--- config.mk ---
export PLATFORM = sky130hd
export DESIGN_NAME = count_display_driver
export DESIGN_NICKNAME = d
export VERILOG_FILES = /design/src/rtl/count_display_pkg.sv /design/src/rtl/seg7_decoder.sv /design/src/rtl/count_display_driver.sv
export SDC_FILE = /design/constraint.sdc
export NUM_CORES = 1
export LEC_CHECK = 0
export ABC_CLOCK_PERIOD_IN_PS = 2000
export CAP_MARGIN = 20
export CORE_MARGIN = 3
export CORE_UTILIZATION = 55
export DETAILED_ROUTE_END_ITERATION = 10
export PLACE_DENSITY_LB_ADDON = 0.1
export RECOVER_POWER = 25
export SYNTH_ARGS = -nofsm -noshare
export SYNTH_HDL_FRONTEND = slang
export SYNTH_SLANG_ARGS = --single-unit
--- constraint.sdc ---
create_clock -name clk -period 2 [get_ports clk]
set_clock_uncertainty 0.1 [all_clocks]
set_input_delay 0.3 -clock clk [delete_from_list [all_inputs] [get_ports clk]]
set_output_delay 0.3 -clock clk [all_outputs]
set_load 0.01 [all_outputs]
--- src/rtl/count_display_pkg.sv ---
// Shared types and constants for the count display driver: scan states,
// the blank pattern and the decimal-digit segment table (active-high).
package count_display_pkg;

   typedef enum logic [0:0] {
      S_ONES = 1'b0,
      S_TENS = 1'b1
   } scan_state_t;

   // Active-high pattern with no segment lit; polarity is applied at the output.
   localparam logic [6:0] SEG_BLANK = 7'h00;

   // Bit order {g,f,e,d,c,b,a}, lit segments as 1.
   localparam logic [6:0] SEG_LUT [0:9] = '{
      7'h3F, 7'h06, 7'h5B, 7'h4F, 7'h66,
      7'h6D, 7'h7D, 7'h07, 7'h7F, 7'h6F
   };

endpackage

--- src/rtl/seg7_decoder.sv ---
// Combinational decimal digit to active-high 7-segment pattern.
// Codes above 9 decode to a blank digit.
module seg7_decoder
   import count_display_pkg::*;
(
   input  logic [3:0] digit,
   output logic [6:0] pattern
);

   always_comb begin
      pattern = SEG_BLANK;
      if (digit <= 4'd9) pattern = SEG_LUT[digit];
   end

endmodule

--- src/rtl/count_display_driver.sv ---
// Two-digit multiplexed 7-segment driver for a 0..15 count, with 15->5 wrap
// detection. Optional build macro: LEADING_ZERO_BLANK_EN (blank a zero tens digit).
module count_display_driver
   import count_display_pkg::*;
#(
   parameter int REFRESH_DIV    = 50000,
   parameter bit SEG_ACTIVE_LOW = 1'b1,
   parameter bit AN_ACTIVE_LOW  = 1'b1
) (
   input  logic       clk,
   input  logic       reset,
   input  logic [3:0] count,
   output logic [6:0] seg,
   output logic [1:0] an,
   output logic       wrap_pulse
);

   localparam int              PW      = (REFRESH_DIV > 1) ? $clog2(REFRESH_DIV) : 1;
   localparam logic [PW-1:0]   PS_LAST = PW'(REFRESH_DIV - 1);
   localparam logic [6:0]      SEG_OFF = SEG_ACTIVE_LOW ? ~SEG_BLANK : SEG_BLANK;
   localparam logic [1:0]      AN_OFF  = AN_ACTIVE_LOW ? 2'b11 : 2'b00;

   logic [3:0]    count_q;
   logic [PW-1:0] prescaler;
   logic          tick;
   scan_state_t   state;
   logic          tens_s;
   logic [3:0]    ones_s;
   logic [3:0]    digit;
   logic [6:0]    pattern;
   logic [6:0]    seg_lit;
   logic [1:0]    an_en;

   assign tick = (prescaler == PS_LAST);

   always_comb begin
      digit   = (state == S_TENS) ? {3'b000, tens_s} : ones_s;
      an_en   = (state == S_TENS) ? 2'b10 : 2'b01;
      seg_lit = pattern;
`ifdef LEADING_ZERO_BLANK_EN
      if ((state == S_TENS) && !tens_s) begin
         an_en   = 2'b00;
         seg_lit = SEG_BLANK;
      end
`else
`endif
   end

   seg7_decoder u_dec (
      .digit   (digit),
      .pattern (pattern)
   );

   always_ff @(posedge clk) begin
      if (reset) begin
         count_q    <= 4'd0;
         prescaler  <= '0;
         state      <= S_ONES;
         tens_s     <= 1'b0;
         ones_s     <= 4'd0;
         seg        <= SEG_OFF;
         an         <= AN_OFF;
         wrap_pulse <= 1'b0;
      end else begin
         count_q   <= count;
         prescaler <= tick ? '0 : prescaler + PW'(1);
         if (tick) begin
            state <= (state == S_ONES) ? S_TENS : S_ONES;
            // A new frame starts: freeze both digits so they cannot tear.
            if (state == S_TENS) begin
               tens_s <= (count_q >= 4'd10);
               ones_s <= (count_q >= 4'd10) ? count_q - 4'd10 : count_q;
            end
         end
         seg        <= SEG_ACTIVE_LOW ? ~seg_lit : seg_lit;
         an         <= AN_ACTIVE_LOW ? ~an_en : an_en;
         wrap_pulse <= (count_q == 4'd15) && (count == 4'd5);
      end
   end

endmodule
==> results.toml, run 1 <==
[cts]
postCtsHoldBufs = 0
cts.reportedPaths.clkPinSlew_ns = 0.10
tritoncts.num_buffers = 5
clock-sinks = 36
htreeDepth = 2
tritoncts_clock_tree = "done"
clk_latency_worst_skew_pair_ns = 0.33
clk_path_buf_depth = 2
cts.root.buffer_cell = "clkbuf_4"

[grt]
grt_max_degree = 16
wire_length_of_the_first_global_routing_pass_mm = 4.80
total_congestion_overflow = 0
number_of_antenna_violations_at_the_first_check_in_global_routing = 0
track_usage_pct = 17.7
number_of_global_route_vias_before_repair = 1167

[power_and_ir_drop]
pleak_uw = 0.000683
power-per-cell-area_nw_per_um2 = 647
ir_worst_vdd_uv = 482

[die]
die_width_um = 60.3
core_um2 = 2780
initial_standard_cell_utilization_of_the_core_pct = 58.2
die_h_um = 60.3
floorplan.die_area_um2 = 3630
fp-row-count = 19
floorplan.io_pins = 16

[cells_and_area]
layout.cells.most_common_list = "dfxtp_1 (35), nor2_1 (30), xnor2_1 (13)"
most_common_cell_after_layout_fill_and_taps_aside = "dfxtp_1"
area_growth_pct = 16.2
design.final.nets = 209
final_area_um2 = 1880
antenna_cells_inserted = 0
final_layout_size_suffix_gt1_share_pct = 9.69

[routing]
drt_pre_antenna_iters = 4
drt_wl_total_mm = 2.90
met2WireLength_mm = 1.45
route.met3.wl_um = 118
detail_route.wl_per_cell_um = 12.8
drtAntennaViolNets = 0
topRoutingLayerUsed = "met4"
routedLengthMet1_mm = 1.29
vias_per_cell = 5.41
num_vias = 1227
drc_errors = 0
drt_first_iter_violations = 44

[hold_path]
timing.hold.worst_path_depth = 1
timing.hold.worst.start = "state"
whs_endpoint = "an[1]"
hold_class = "reg2reg"

[setup_path]
crit_path_end_kind = "register"
reg_to_reg_critical_path_endpoint = "seg[1]"
setup.worst_path.start = "state"
critPathLaunchType = "register"
worst_r2r_startpoint = "state"
r2r_slack_ns = 0.14
timing.critical_path.required_ns = 2.15
worst-setup-path-type = "reg2reg"
worst_r2r_path_depth = 8
critical_path_peak_fanout = 6
worstPathArrival_ns = 2.02

[timing]
setup_total_negative_slack_ns = 0
slew_viol_final = 0
maxClockFrequency_mhz = 537
timing.final.crit_period_ns = 1.86
timing_hold_violations_final = 0
slew_headroom_pct = 67.5
grt_setup_unrepaired = "no"
worst_pin_slew_ns = 0.484
final.period_utilization_pct = 93.2
setup-violations-final = 0

[run]
maxCapViolCount = 0

[synth]
ys.flop_type = "dfxtp_1"
synth_top_area_share_pct = 44.5
syn-cell-area_um2 = 1620
post_synth_inst_count = 172
postSynth.asyncResetShare_pct = 0
post_synth_main_area_contributors = "dfxtp_1 (45%), xnor2_1 (7.0%), nor2_1 (7.0%)"
cell_taking_the_most_area_after_synthesis = "dfxtp_1"
synthesis.yosys.warnings = 0
syn_avg_cell_area_um2 = 9.41
ys_types = 39
portion_of_the_post_synthesis_area_used_by_sequential_elements_pct = 44.5
synth_edf_count = 0
synthesis.nets = 186
synth_seq_cells = 36

[run_status]
status = "finished clean"

[placement]
postPlaceCellArea_um2 = 1820
routabilityCongestion = 0.900
post-dp-hpwl_mm = 2.15
place.port_buffers = 15
-- flip-flops by register name, indices dropped and copies added, names as in the netlist --
register and flops:
an 2, count_q 4, ones_s 4, prescaler 16
seg 7, state 1, tens_s 1, wrap_pulse 1
-- per-layer routing --
layer,GRT usage [%],vias to the layer above
li1,-,624
met4,6.96,0
met1,19.2,573
met2,31.5,24
met5,0,-
met3,5.83,6
-- cell type report --
type                       instances  area, um^2
fill                             222         900
multi-input combinational        121         817
sequential                        36         722
timing repair buffer              22         211
clock buffer                       8        58.8
tap                               31        38.8
inverter                           9        33.8
-- worst max-delay path, stage by stage (launching register included) --
cell      delay, ns
dfxtp_2        0.36
buf_4          0.16
nor2b_1        0.25
inv_1          0.15
ha_1           0.22
o21bai_1       0.16
a31oi_2        0.15
buf_4          0.18
o31ai_1        0.05
-- report_power, final --
group          internal [uW]  switching [uW]  total (uW)  leakage, uW
clock network            174             226         399    0.0000326
registers                734            10.9         745     0.000295
logic                   41.4            31.6        73.0     0.000356
-- Yosys cell counts, types with 2 or more instances --
master	instances
nand4bb_1	2
nand3_1	7
o31ai_1	2
buf_4	2
nor4_1	3
inv_1	9
o21ai_0	4
nor2b_1	7
a21oi_1	7
buf_6	3
nor3_1	3
nor2_1	30
nand2b_1	2
ha_1	8
dfxtp_1	36
xnor2_1	13
mux2i_1	6
nand4_1	3
nand2_1	5
-- worst max path at each step --
stage / slack, ns / to / cells past startpoint
after floorplan: 0.12 / seg[0] / 7
after CTS: 0.09 / seg[3] / 8
after detailed placement: 0.11 / seg[3] / 8
after global placement: 0.20 / ones_s[3] / 4
final: 0.14 / seg[1] / 8
after global routing: 0.02 / ones_s[2] / 4
-- per-stage QoR --
step                setup slack (ns)  total power [uW]  hold WS, ns  util [%]  cells
finish                         0.137              1220        0.355      67.7    227
global route                  0.0244              1280        0.385      67.7    227
CTS                           0.0859              1230        0.378      67.5    227
detailed placement             0.110               836        0.349      65.4    219
global placement               0.200               834        0.340      65.4    219
floorplan                      0.117               798        0.272         -    172
-- cells by family after synthesis --
group / after synthesis / synth area share [%]
AND/OR/NAND/NOR: 73 / 24.8
multiplexers: 7 / 4.41
AO/OA/AOI/OAI: 19 / 7.11
flip-flops: 36 / 44.5
buffers and inverters: 15 / 5.41
XOR/XNOR: 14 / 7.57
adder cells (fa/ha/maj): 8 / 6.18
-- repair_timing --
item                       4_1_cts  5_1_grt
resized for setup                0        2
setup endpoints to repair        0        5
buffers inserted                 0        0
Power figures use the tool's default switching activity.
==> run 2: changes to the inputs <==
Settings changed: SETUP_SLACK_MARGIN set to 0.3.
==> results.toml, run 2 (synthesized netlist as in run 1, its figures left out) <==
[hold_path]
timing.hold.worst.start = "prescaler[0]"
hold_class = "reg2reg"
timing.hold.worst_path_depth = 1
whs_endpoint = "prescaler[0]"

[placement]
routabilityCongestion = 0.875
place.port_buffers = 15
post-dp-hpwl_mm = 2.12

[cells_and_area]
area_growth_pct = 23.9
final_layout_size_suffix_gt1_share_pct = 20.2
design.final.nets = 216
antenna_cells_inserted = 0
most_common_cell_after_layout_fill_and_taps_aside = "dfxtp_1"
max_ffs_per_register = 16
regMostFlops = "prescaler"
layout.cells.most_common_list = "dfxtp_1 (31), nor2_1 (30), xnor2_1 (13)"
largest_registers = "prescaler x16, seg x7"
utilization_pct = 72.1

[grt]
grt_max_degree = 16
total_congestion_overflow = 0
wire_length_of_the_first_global_routing_pass_mm = 4.90
number_of_antenna_violations_at_the_first_check_in_global_routing = 0
number_of_global_route_vias_before_repair = 1183
track_usage_pct = 18.6

[setup_path]
worst_r2r_startpoint = "prescaler[10]"
path_delay_family = "simple AND/OR/NAND/NOR gates"
worstPathBufferInverterCount = 1
r2r_slack_ns = 0.28
worst_r2r_path_depth = 5
worst_path_largest_cell_delay_ns = 0.57
cp.depth = 5
worstPathArrival_ns = 1.83
critPathSlowestCell = "or4b_4"
worst-setup-path-type = "reg2reg"
critPathLaunchType = "register"
crit_path_end_kind = "register"
reg_to_reg_critical_path_endpoint = "ones_s[3]"
critical_path_peak_fanout = 5
crit_chain = "or4b_4 > nor4_4 > buf_6 > mux2i_1 > nor2_1"
timing.critical_path.required_ns = 2.12

[cts]
tritoncts_clock_tree = "done"
postCtsHoldBufs = 0
cts.root.buffer_cell = "clkbuf_4"
clk_latency_worst_skew_pair_ns = 0.33
clock-sinks = 36
tritoncts.num_buffers = 5
cts.reportedPaths.clkPinSlew_ns = 0.10
clk_path_buf_depth = 2
htreeDepth = 2

[timing]
setup_total_negative_slack_ns = 0
timing_hold_violations_final = 0
timing.final.crit_period_ns = 1.72
final.period_utilization_pct = 85.8
slew_headroom_pct = 76.8
maxClockFrequency_mhz = 583
slew_viol_final = 0
setup-violations-final = 0
finalHoldWorstSlack_ns = 0.336
worst_pin_slew_ns = 0.348
grt_setup_unrepaired = "yes"

[die]
floorplan.io_pins = 16
floorplan.die_area_um2 = 3630
die_width_um = 60.3
initial_standard_cell_utilization_of_the_core_pct = 58.2
die_h_um = 60.3
fp-row-count = 19
core_um2 = 2780

[power_and_ir_drop]
pleak_uw = 0.000748
power_switching_share_pct = 21.7
clock_power_share_pct = 32.4
seq_power_share_pct = 61.4
sw_power_uw = 263
pwr-share-comb_pct = 6.2
power-per-cell-area_nw_per_um2 = 603
power.internal_uw = 947
ir_worst_vdd_uv = 745

[routing]
drt_first_iter_violations = 54
vias_per_cell = 5.57
drt_pre_antenna_iters = 4
num_vias = 1303
drtAntennaViolNets = 0
drt_wl_total_mm = 3.13
detail_route.wl_per_cell_um = 13.4
drc_errors = 0

[run]
maxCapViolCount = 0

[run_status]
status = "finished clean"
## run 2: worst max path at each step
stage / from / slack, ns / end
after detailed placement: state / 0.1 / seg[3]
after global routing: ones_s[1] / 0.21 / seg[0]
after global placement: state / 0.21 / seg[3]
final: prescaler[10] / 0.28 / ones_s[3]
after floorplan: prescaler[10] / 0.31 / prescaler[12]
after CTS: prescaler[11] / 0.24 / ones_s[3]
## run 2: repair_timing
item,in CTS,in global routing
cloned,0,0
endpoints found under the hold margin,0,0
setup endpoints to repair,27,27
resized for setup,5,17
pin swaps,3,6
buffers inserted,4,6
## run 2: through the flow
step	setup slack (ns)	cell area [um^2]	cells	total power, uW
CTS	0.236	1920	228	1220
detailed placement	0.0967	1810	216	834
global placement	0.208	1810	216	829
global route	0.214	2010	234	1260
floorplan	0.305	1650	172	799
finish	0.284	2010	234	1210
## run 2: final cells by class
cell class / instances / area, um^2
multi-input combinational: 121 / 883
fill: 219 / 776
sequential: 36 / 732
timing repair buffer: 29 / 259
clock buffer: 8 / 58.8
tap: 31 / 38.8
inverter: 9 / 33.8
## run 2: worst register-to-register path, cell delays in order (launching register included)
cell     delay [ns]
dfxtp_4        0.36
or4b_4         0.57
nor4_4         0.16
buf_6          0.16
mux2i_1        0.19
nor2_1         0.06
## run 2: power groups by stage
stage / Sequential (uW) / Combinational, uW / Clock (uW)
finish: 743 / 74.8 / 392
global route: 747 / 82.2 / 426
CTS: 745 / 74.9 / 403
detailed placement: 762 / 71.7 / 0
global placement: 761 / 68.0 / 0
floorplan: 764 / 35.0 / 0
## run 2: layer usage
metal  vias to the layer above  global-route usage [%]  wire, um
met1                       602                    20.4      1320
met2                        40                    29.3      1530
li1                        649                       -         -
met3                        12                    7.78       186
met5                         -                       0         0
met4                         0                    12.0       100
==> run 3: changes to the inputs <==
==> constraint.sdc (replaced) <==
create_clock -name clk -period 2 [get_ports clk]
set_clock_uncertainty 0.1 [all_clocks]
set_input_delay 0.3 -clock clk [delete_from_list [all_inputs] [get_ports clk]]
set_output_delay 0.3 -clock clk [all_outputs]
set_load 0.02 [all_outputs]
==> results.toml, run 3 (synthesized netlist as in run 1, its figures left out) <==
[run_status]
status = "finished clean"

[timing]
final.period_utilization_pct = 85.8
maxClockFrequency_mhz = 582
setup_ws_ns = 0.283
slew_headroom_pct = 76.8
timing.final.crit_period_ns = 1.72
finalHoldWorstSlack_ns = 0.336
worst_pin_slew_ns = 0.348
setup_total_negative_slack_ns = 0
timing_hold_violations_final = 0
slew_viol_final = 0
setup-violations-final = 0
grt_setup_unrepaired = "yes"

[die]
die_width_um = 60.3
initial_standard_cell_utilization_of_the_core_pct = 58.2
fp-row-count = 19
floorplan.io_pins = 16
core_um2 = 2780
floorplan.die_area_um2 = 3630
die_h_um = 60.3

[power_and_ir_drop]
ir_worst_vdd_uv = 747
power-per-cell-area_nw_per_um2 = 609
sw_power_uw = 269
pwr-share-comb_pct = 6.5
power_switching_share_pct = 22.1
power.internal_uw = 945
clock_power_share_pct = 32.3
seq_power_share_pct = 61.2
pleak_uw = 0.000745

[cts]
clock-sinks = 36
cts.reportedPaths.clkPinSlew_ns = 0.10
tritoncts_clock_tree = "done"
clk_latency_worst_skew_pair_ns = 0.33
tritoncts.num_buffers = 5
clk_path_buf_depth = 2
cts.root.buffer_cell = "clkbuf_4"
htreeDepth = 2

[cells_and_area]
design.final.nets = 216
area_growth_pct = 23.1
fillerInstances = 220
max_ffs_per_register = 16
regMostFlops = "prescaler"
antenna_cells_inserted = 0
most_common_cell_after_layout_fill_and_taps_aside = "dfxtp_1"
largest_registers = "prescaler x16, seg x7"
layout.cells.most_common_list = "dfxtp_1 (31), nor2_1 (30), xnor2_1 (13)"
final_layout_size_suffix_gt1_share_pct = 20.2

[hold_path]
timing.hold.worst_path_depth = 1
hold_class = "reg2reg"

[routing]
drt_first_iter_violations = 46
num_vias = 1298
drt_wl_total_mm = 3.14
vias_per_cell = 5.55
drtAntennaViolNets = 0
drt_pre_antenna_iters = 4
detail_route.wl_per_cell_um = 13.4
drc_errors = 0

[grt]
grt_max_degree = 16
number_of_antenna_violations_at_the_first_check_in_global_routing = 0
track_usage_pct = 18.6
number_of_global_route_vias_before_repair = 1183
total_congestion_overflow = 0
wire_length_of_the_first_global_routing_pass_mm = 4.90

[setup_path]
timing.critical_path.required_ns = 2.12
critPathLaunchType = "register"
worst_r2r_path_depth = 5
crit_path_end_kind = "register"
critical_path_peak_fanout = 5
worstPathArrival_ns = 1.83
worst-setup-path-type = "reg2reg"

[placement]
post-dp-hpwl_mm = 2.12
place.port_buffers = 15
routabilityCongestion = 0.875
dp_worst_setup_slack_ns = 0.0967

[run]
maxCapViolCount = 0
[run 3: changes by cell type in the layout (fill, tap and decap cells not counted), sizes merged]
cell,before,now
clkbuf,9,11
dlygate4sd3,3,1
[run 3: path summary, 6_finish.rpt]
path	start	end	slack, ns
setup / recovery	prescaler[10]	ones_s[3]	0.28
hold / removal	prescaler[0]	prescaler[0]	0.34
setup reg to reg	prescaler[10]	ones_s[3]	0.28
hold reg to reg	prescaler[0]	prescaler[0]	0.34
[run 3: critical path, stage by stage (launching register included)]
cell     delay, ns
dfxtp_4       0.36
or4b_4        0.57
nor4_4        0.16
buf_6         0.16
mux2i_1       0.19
nor2_1        0.06
[run 3: power by group through the flow]
| stage | registers [uW] | logic, uW | clock network, uW |
|---|---|---|---|
| detailed placement | 762 | 77.6 | 0 |
| CTS | 745 | 80.8 | 403 |
| global route | 747 | 85.9 | 426 |
| global placement | 761 | 73.8 | 0 |
| finish | 743 | 78.5 | 392 |
| floorplan | 770 | 35.0 | 0 |
[run 3: routing by layer]
metal | part of all wire, % | track usage (%) | wire (um) | up-vias
li1 | - | - | - | 648
met1 | 43 | 20.4 | 1350 | 606
met2 | 49 | 29.3 | 1530 | 32
met3 | 5.2 | 7.78 | 163 | 12
met4 | 3.2 | 12.0 | 100 | 0
met5 | 0 | 0 | 0 | -
[run 3: area by class of cell]
| type | count | area, um^2 | share of cell area (%) |
|---|---|---|---|
| Multi-Input combinational cell | 121 | 883 | 44.3 |
| Inverter | 9 | 33.8 | 1.69 |
| Tap cell | 31 | 38.8 | 1.95 |
| Sequential cell | 36 | 732 | 36.7 |
| Clock buffer | 8 | 58.8 | 2.95 |
| Timing Repair Buffer | 29 | 246 | 12.4 |
[run 3: timing repair]
action	4_1_cts	5_1_grt
gates resized for setup	5	19
buffers inserted	4	6
pin swaps	3	6
endpoints found under the setup margin	27	29
hold buffers	0	0
[run 3: metrics by stage]
stage / utilization (%) / cell area (um^2) / total power, uW / std cells
floorplan: - / 1650 / 805 / 172
global placement: 65.1 / 1810 / 834 / 216
detailed placement: 65.1 / 1810 / 840 / 216
CTS: 68.9 / 1920 / 1230 / 228
global route: 71.7 / 1990 / 1260 / 234
finish: 71.7 / 1990 / 1210 / 234
